===== config.mk =====
export PLATFORM = sky130hd
export DESIGN_NAME = mem_access_unit
export DESIGN_NICKNAME = d
export VERILOG_FILES = /design/src/rtl/cpu_pkg.sv /design/src/rtl/mem_timeout_counter.sv /design/src/rtl/mem_access_unit.sv
export SDC_FILE = /design/constraint.sdc
export NUM_CORES = 1
export LEC_CHECK = 0
export CAP_MARGIN = 20
export CORE_ASPECT_RATIO = 0.7
export CORE_MARGIN = 2
export CORE_UTILIZATION = 40
export DETAILED_ROUTE_END_ITERATION = 10
export PLACE_DENSITY = 0.77
export SYNTH_ARGS = -nofsm -noshare
export SYNTH_HDL_FRONTEND = slang
export SYNTH_SLANG_ARGS = --single-unit

===== constraint.sdc =====
create_clock -name clk_i -period 1.8 [get_ports clk_i]
set_clock_uncertainty 0.2 [all_clocks]
set_input_delay 0.36 -clock clk_i [delete_from_list [all_inputs] [get_ports clk_i]]
set_output_delay 0.36 -clock clk_i [all_outputs]
set_load 0.05 [all_outputs]

===== src/rtl/cpu_pkg.sv =====
// Shared CPU definitions: datapath widths, MEM-stage FSM states and
// a word-alignment helper used by the data-memory access logic.
package cpu_pkg;

    localparam int DATA_W     = 32;
    localparam int REG_ADDR_W = 5;

    localparam logic [1:0] WORD_ALIGN_MASK = 2'b11;

    typedef enum logic [1:0] {
        IDLE = 2'd0,
        BUSY = 2'd1,
        DONE = 2'd2
    } state_e;

    function automatic logic is_aligned(input logic [1:0] lsb);
        return (lsb & WORD_ALIGN_MASK) == 2'b00;
    endfunction

endpackage


===== src/rtl/mem_timeout_counter.sv =====
// Bus-wait counter for the MEM stage.
// Ports: clk, rst_n, clr (restart at 0), en (count), tc (count == TIMEOUT-1).
module mem_timeout_counter #(
    parameter int TIMEOUT = 16,
    parameter int CNT_W   = 8
) (
    input  logic clk,
    input  logic rst_n,
    input  logic clr,
    input  logic en,
    output logic tc
);

    logic [CNT_W-1:0] cnt;

    always_ff @(posedge clk or negedge rst_n) begin
        if (!rst_n) begin
            cnt <= '0;
        end else if (clr) begin
            cnt <= '0;
        end else if (en) begin
            cnt <= cnt + CNT_W'(1);
        end
    end

    assign tc = (cnt == CNT_W'(TIMEOUT - 1));

endmodule


===== src/rtl/mem_access_unit.sv =====
// MEM-stage data-memory controller: runs one req/ack access per memory
// instruction, stalls upstream while busy, substitutes load data into the
// writeback fields and flags misaligned addresses and bus timeouts.
// Ports: EX/MEM fields in (reg_write_*_i, mem_*_i), MEM/WB fields out
// (reg_write_*_o), stall_ctrl_o, dmem_* bus, misalign_o / timeout_o pulses.
module mem_access_unit
    import cpu_pkg::*;
#(
    parameter int TIMEOUT = 16,
    parameter int CNT_W   = 8
) (
    input  logic                  clk_i,
    input  logic                  rst_n_i,
    input  logic [REG_ADDR_W-1:0] reg_write_addr_i,
    input  logic [DATA_W-1:0]     reg_write_data_i,
    input  logic                  reg_write_ctrl_i,
    input  logic [DATA_W-1:0]     mem_addr_i,
    input  logic                  mem_read_ctrl_i,
    input  logic                  mem_write_ctrl_i,
    input  logic [DATA_W-1:0]     mem_write_data_i,
    output logic [REG_ADDR_W-1:0] reg_write_addr_o,
    output logic [DATA_W-1:0]     reg_write_data_o,
    output logic                  reg_write_ctrl_o,
    output logic                  stall_ctrl_o,
    output logic                  dmem_req_o,
    output logic                  dmem_we_o,
    output logic [DATA_W-1:0]     dmem_addr_o,
    output logic [DATA_W-1:0]     dmem_wdata_o,
    input  logic                  dmem_ack_i,
    input  logic [DATA_W-1:0]     dmem_rdata_i,
    output logic                  misalign_o,
    output logic                  timeout_o
);

    state_e            state;
    logic              acc;
    logic              aligned;
    logic              issue;
    logic              tc;
    logic              load_q;
    logic              err;
    logic [DATA_W-1:0] rdata_q;
    logic              stall;

    assign acc     = mem_read_ctrl_i | mem_write_ctrl_i;
    assign aligned = is_aligned(mem_addr_i[1:0]);
    assign issue   = (state == IDLE) & acc & aligned;

    mem_timeout_counter #(
        .TIMEOUT (TIMEOUT),
        .CNT_W   (CNT_W)
    ) u_cnt (
        .clk   (clk_i),
        .rst_n (rst_n_i),
        .clr   (issue),
        .en    (state == BUSY),
        .tc    (tc)
    );

    always_ff @(posedge clk_i or negedge rst_n_i) begin
        if (!rst_n_i) begin
            state        <= IDLE;
            dmem_req_o   <= 1'b0;
            dmem_we_o    <= 1'b0;
            dmem_addr_o  <= '0;
            dmem_wdata_o <= '0;
            rdata_q      <= '0;
            load_q       <= 1'b0;
            err          <= 1'b0;
            misalign_o   <= 1'b0;
            timeout_o    <= 1'b0;
        end else begin
            misalign_o <= 1'b0;
            timeout_o  <= 1'b0;
            unique case (state)
                IDLE: begin
                    if (issue) begin
                        state        <= BUSY;
                        dmem_req_o   <= 1'b1;
                        dmem_we_o    <= mem_write_ctrl_i;
                        dmem_addr_o  <= {mem_addr_i[DATA_W-1:2], 2'b00};
                        dmem_wdata_o <= mem_write_data_i;
                        // a store wins over a simultaneous load
                        load_q       <= ~mem_write_ctrl_i;
                        err          <= 1'b0;
                    end else if (acc) begin
                        misalign_o <= 1'b1;
                    end
                end
                BUSY: begin
                    if (dmem_ack_i) begin
                        if (load_q) begin
                            rdata_q <= dmem_rdata_i;
                        end
                        dmem_req_o <= 1'b0;
                        dmem_we_o  <= 1'b0;
                        state      <= DONE;
                    end else if (tc) begin
                        dmem_req_o <= 1'b0;
                        dmem_we_o  <= 1'b0;
                        timeout_o  <= 1'b1;
                        err        <= 1'b1;
                        state      <= DONE;
                    end
                end
                DONE: begin
                    // inputs still hold the finished instruction: never re-issue
                    state <= IDLE;
                end
                default: begin
                    state <= IDLE;
                end
            endcase
        end
    end

    always_comb begin
        reg_write_addr_o = reg_write_addr_i;
        reg_write_data_o = reg_write_data_i;
        reg_write_ctrl_o = reg_write_ctrl_i;
        stall            = 1'b0;
        unique case (state)
            IDLE: begin
                stall = acc & aligned;
                // the write happens in DONE (or is dropped when misaligned)
                if (acc) begin
                    reg_write_ctrl_o = 1'b0;
                end
            end
            BUSY: begin
                stall            = 1'b1;
                reg_write_ctrl_o = 1'b0;
            end
            DONE: begin
                if (load_q) begin
                    reg_write_data_o = rdata_q;
                end
                reg_write_ctrl_o = reg_write_ctrl_i & ~err;
            end
            default: begin
                stall = 1'b0;
            end
        endcase
    end

    // a pending issue in IDLE must not hold the pipeline during reset
    assign stall_ctrl_o = stall & rst_n_i;

endmodule

# Word-level counts from Yosys, hierarchy flattened
# Index checks and enable logic that the tools add are counted.
[word_totals]
mem_bits_rw = 0
rom_bits = 0
inputBits = 139
mem_count = 0
reg_bits = 110
latchBits = 0
word_cells = 63
output_inout_bits = 107
[classes]
n_addsub = 1
n_bitwise = 8
div_mod_pow = 0
n_shift = 0
mul = 0
order_cmp = 0
mux = 27
reduce_logical = 9
n_eq_ne = 7
[ops]
columns = ["op", "count"]
rows = [
  ["$mux 32", 2],
  ["$mux 8", 2],
  ["$mux 1", 14],
  ["$add 8x1->8 const B", 1],
  ["$eq 8x4->1 const B", 1],
  ["$pmux 1 s2", 4],
  ["$mux 2", 3],
  ["$ne 2x2->1 const B", 3],
  ["$reduce_and 3->1", 2],
  ["$and 1x1->1", 5],
  ["$logic_not 2->1", 2],
  ["$pmux 2 s2", 1],
  ["$reduce_and 2->1", 2],
  ["$reduce_and 4->1", 1],
  ["$reduce_bool 2->1", 2],
  ["$ne 3x3->1 const B", 1],
  ["$pmux 1 s3", 1],
  ["$eq 2x1->1 const B", 1],
  ["$eq 2x2->1 const B", 1],
  ["$not 1->1", 2],
  ["$or 1x1->1", 1],
]

# Longest topological paths before layout
# Gate-level depths: netlist of run 1.
[logic_depth]
depth_word = 5
ltp_mapped = 7
depth_no_buf = 4

# Modules after synthesis
# A second synthesis of run 1 with hierarchy kept.
[hier_totals]
hier_cells = 312
area_unflattened_um2 = 4702.0
[modules_own_cells]
columns = ["module", "area_per_inst_um2", "cells_per_inst", "n_inst"]
rows = [
  ["mem_access_unit", 4307.9, 273, 1],
  ["mem_timeout_counter", 394.1, 39, 1],
]

# Least setup slack after synthesis of run 1
# No wires, ideal clock.
[synth_timing]
path_type = "register to output"
startpoint = "register state[1]"
endpoint = "output port reg_write_ctrl_o"
path_stages_with_launch = 5
path_slack_ns = -0.552
t_required_ns = 1.240
t_arrival_ns = 1.792
path_cell_list = "dfrtp_1 > buf_2 > nor2_1 > nand2_1 > a21boi_0"
[synth_between]
elab_chain_len = 2
word_cells_on_any_way = 4
cone_classes = "eq/ne (2); mux (1); reduce/logical (1)"
[synth_rtl]
columns = ["item", "line", "source"]
rows = [
  ["from (decl)", "mem_access_unit.sv:35", "state_e state;"],
  ["from (signal assigned)", "mem_access_unit.sv:62", "state <= IDLE;"],
  ["from (signal assigned)", "mem_access_unit.sv:78", "state <= BUSY;"],
  ["from (signal assigned)", "mem_access_unit.sv:97", "state <= DONE;"],
  ["$eq 2x2->1, or another cell as far along", "mem_access_unit.sv:122", "unique case (state)"],
  ["$pmux 1 s3 *", "mem_access_unit.sv:122", ""],
  ["to (decl)", "mem_access_unit.sv:23", "output logic reg_write_ctrl_o,"],
]
# Every way passes the cells marked *; elsewhere a longest branch is shown, timed or not.

# Worst setup path after layout of run 1
[layout_timing]
startpoint = "register state[0]"
endpoint = "output port reg_write_data_o[19]"
[layout_between]
elab_chain_len = 2
[layout_rtl]
columns = ["item", "line", "source"]
rows = [
  ["$eq 2x2->1", "mem_access_unit.sv:122", ""],
  ["$mux 32", "mem_access_unit.sv:122", ""],
  ["to (decl)", "mem_access_unit.sv:22", "output logic [DATA_W-1:0] reg_write_data_o,"],
]
# Every way passes these cells.

==> summary.txt, run 1 <==
Route
  • DRT Wirelength: roughly 15000 um
  • Detail Route Antenna Nets: 0
  • DR vias: 4073
  • Routed len/inst: 17.14 um
  • WL met1: 5694 um
  • Via density: 4.781
  • Met2 wire len: between 7000 and 8000 um
  • 1st-pass router iterations: 4
  • DRC viols: 0
  • Highest routing layer actually used: met4
  • DR iter-0 viols: 178
  • Routed met3 length: roughly 1500 um

Floorplanning
  • Core Area: 11730 um2
  • Die Area: 12950 um2
  • Initial Utilization: 0.4109
  • Row cnt: 33
  • Die W: around 140 um
  • Die height: approximately 96 um
  • Boundary Pins: about 250

Timing
  • Max-slew violations: 0
  • Hold violation count in the final report: 0
  • Tcrit/Tclk final: 1.252
  • Fin worst setup slack: -0.4538 ns
  • Max Freq: 443.7 MHz
  • RSZ-0062 raised after global routing: true
  • Min cycle time layout: 2.254 ns
  • Max-slew headroom: 0.5974
  • Setup violations, final: 34
  • Worst slew pin tran: 0.6038 ns

Logic synthesis
  • Synth Area in Compound Gates: 0.01220
  • Sequential-to-total area share from yosys stat: 0.5713
  • Xor and xnor area share after synthesis: 0.01272
  • Synth Register Bits: 110
  • Cell area after synthesis: 4818 um2
  • Multiplexer share of the synthesized area: 0.1729
  • Simple-gate portion of the synthesized area: 0.1867
  • Adder-cell share of the synthesized area: 0.002597
  • Yosys warning total: 0
  • Distinct cells, synth: 32
  • Post-synthesis cell count: 450
  • Synth Area per Inst: 10.71 um2
  • Largest family of logic cells by synthesized area: simple AND/OR/NAND/NOR gates

Place
  • Post-DP HPWL: 10150 um
  • Placed Area: 8021 um2
  • # port buffers: roughly 230
  • Cells after DPL: 830
  • GP Congestion: roughly 0.81

Worst setup path
  • WP data arrival: 1.69 ns
  • Startpoint types: flop
  • Reg2reg start: state[1]$_DFFE_PN0P_
  • Flop2flop setup slack: 0.07 ns
  • CP max FO: 13
  • Crit end category: output port
  • Worst Reg-to-Reg Cells: 5
  • FF-to-FF End: rdata_q[25]$_DFFE_PN0P_
  • Worst endpoint required time: 1.24 ns
  • Critical setup path kind: reg2out

Pwr
  • Sequential power share: 0.357
  • P_leak: 4.186 nW
  • Combinational power share: 0.459
  • Max IR drop VDD: ~0.0008 V
  • Power per cell area: 1278 nW/um2
  • Clk pwr share: 0.184
  • Switch share: 0.3709
  • P_int: between 6 and 7 mW
  • Sw Pwr: 4.067 mW

GRT
  • First-pass GRT wire length: 22260 um
  • Initial antenna violation count: 0
  • Vias in the first global route: 4296
  • GRT Total Usage: 0.2216
  • Largest net degree at the start of global routing: 111
  • GR Overflow Total: 0

Run status
  • Failing checks: setup timing
  • Status: finished with violations

Clocking
  • Clock buffer count from CTS: 9
  • CTS H-tree lvls: 3
  • Clock sink total: 110
  • CTS Root Cell: clkbuf_16
  • Clock-pin slew on the worst setup and hold paths: about 0.07 ns
  • CTS Buffer Depth: 2
  • CTS tree: done
  • Clock Latency Late Sink: 0.34 ns

Cells and area
  • Antenna Cells: 0
  • Fillers: 768
  • Share of post-route cells with drive strength above 1: 0.3122
  • Fin nets: 830
  • Final Non-Filler Cells: 852
  • Fin util: 0.7318
  • Area Growth Syn to Fin: 78.08%
  • Finished Cell Area: 8581 um2

Min path
  • Worst hold path class: reg2reg
  • Hold endpoint: err$_DFFE_PN0P_
  • Min-delay src: err$_DFFE_PN0P_
  • Depth of the worst hold-timing path: 1

Flow run
  • Maxcap violations: 0
==> registers in the layout, summed over array words and instances, names as in the netlist <==
signal        count
dmem_wdata_o     32
rdata_q          32
dmem_addr_o      30
u_cnt.cnt         8
state             2
dmem_req_o        1
dmem_we_o         1
err               1
load_q            1
misalign_o        1
timeout_o         1
==> worst max-delay path by stage <==
stage / startpoint / end / slack, ns / cells after the start
finish: state[0]$_DFFE_PN0P_ / reg_write_data_o[19] / -0.45 / 5
global route: state[0]$_DFFE_PN0P_ / reg_write_data_o[19] / -0.50 / 5
CTS: state[0]$_DFFE_PN0P_ / reg_write_data_o[9] / -0.45 / 5
detailed placement: mem_write_ctrl_i / stall_ctrl_o / -0.33 / 5
global placement: mem_write_ctrl_i / stall_ctrl_o / -0.31 / 5
floorplan: state[1]$_DFFE_PN0P_ / reg_write_data_o[10] / -0.1 / 4
==> power by group through the flow <==
stage	registers (mW)	logic [mW]	clock network, mW
detailed placement	3.94	4.94	0
global route	4.01	5.27	2.16
CTS	3.89	5.05	2.07
floorplan	4.95	1.35	0
finish	3.91	5.03	2.02
global placement	3.88	4.87	0
==> metrics by stage <==
stage               power (mW)  setup TNS [ns]  hold slack (ns)  setup WS (ns)
floorplan                6.296          -2.930          -0.1356       -0.09542
global placement         8.749          -18.12           0.2633        -0.3132
detailed placement       8.886          -20.58           0.2674        -0.3273
CTS                      11.01          -14.33           0.2843        -0.4546
global route             11.44          -15.67           0.2955        -0.5044
finish                   10.97          -13.82           0.2807        -0.4538
==> cell usage in the layout, fill, tap and decap left out, types with 2 or more instances in the layout <==
cell	instances
clkinv_4	2
and3_1	2
buf_6	32
inv_1	3
nor2_1	9
nand4_1	4
mux2_2	32
clkbuf_8	3
a21oi_1	2
nor4_1	2
mux2_4	32
xor2_1	5
buf_12	76
o21ai_0	3
clkdlybuf4s50_1	128
dfrtp_1	110
clkbuf_16	10
nand2_1	194
buf_4	13
conb_1	2
xnor2_1	2
buf_8	2
dlygate4sd2_1	4
==> worst max-delay path, stage by stage, from the launching register on <==
cell and delay (ns):
dfrtp_1 0.38, nand3b_1 0.19, buf_4 0.18, buf_16 0.15
mux2_2 0.29, buf_6 0.16
==> synth_stat cells (all sizes together) <==
| cell | number | area, um2 |
|---|---|---|
| nand2 | 195 | 732.0 |
| dfrtp | 110 | 2753 |
| mux2 | 64 | 833.3 |
| buf | 29 | 181.4 |
| nor2 | 11 | 41.29 |
| xor2 | 5 | 43.79 |
| nand4 | 4 | 25.02 |
| o21ai | 4 | 20.02 |
| a21oi | 3 | 15.01 |
| and3 | 3 | 18.77 |
| inv | 3 | 11.26 |
| nand3 | 2 | 22.52 |
| nor4 | 2 | 12.51 |
| xnor2 | 2 | 17.52 |
| a21boi | 1 | 7.510 |
| a21o | 1 | 7.510 |
| a32oi | 1 | 8.760 |
| and4 | 1 | 8.760 |
| clkbuf | 1 | 3.750 |
| conb | 1 | 3.750 |
| ha | 1 | 12.51 |
| nand2b | 1 | 6.260 |
| nand3b | 1 | 7.510 |
| nor2b | 1 | 6.260 |
| nor3 | 1 | 5.000 |
| nor3b | 1 | 7.510 |
| or2 | 1 | 6.260 |
==> repair_timing <==
| item | 4_1_cts | 5_1_grt |
|---|---|---|
| endpoints found under the setup margin | 36 | 100 |
| endpoints found under the hold margin | 110 | 0 |
| gates cloned | 1 | 1 |
| resized for setup | 50 | 4 |
| setup buffers | 4 | 0 |
| hold buffers | 1 | 0 |
| pin swaps | 5 | 3 |
==> routing by layer <==
metal,global-route usage,vias up
met3,0.09900,20
li1,-,1906
met4,0.05729,0
met5,0,-
met2,0.3790,158
met1,0.2575,1989
==> final cells by class <==
cell class / count / area, um2 / area share
inverter: 3 / 11.26 / 0.001312
clock buffer: 12 / 266.5 / 0.03106
tap: 157 / 196.4 / 0.02289
timing repair buffer: 258 / 3388 / 0.3949
multi-input combinational: 308 / 1928 / 0.2247
sequential: 110 / 2753 / 0.3208
clock inverter: 4 / 37.54 / 0.004374
==> cells by family after synthesis <==
group                      after synthesis
DFF                                    110
muxes                                   64
xor gates and xnor gates                 7
buffers and inverters                   33
and+or+nand+nor                        224
adders and majority gates                1
other                                    1
AOI/OAI and AO/OA                       10
Power figures use the tool's default switching activity.
==> run 2: changes to the inputs <==
- SLEW_MARGIN: unset -> 30
==> results of run 2 <==
No change in the layout: final DEF, timing and power equal those of run 1.
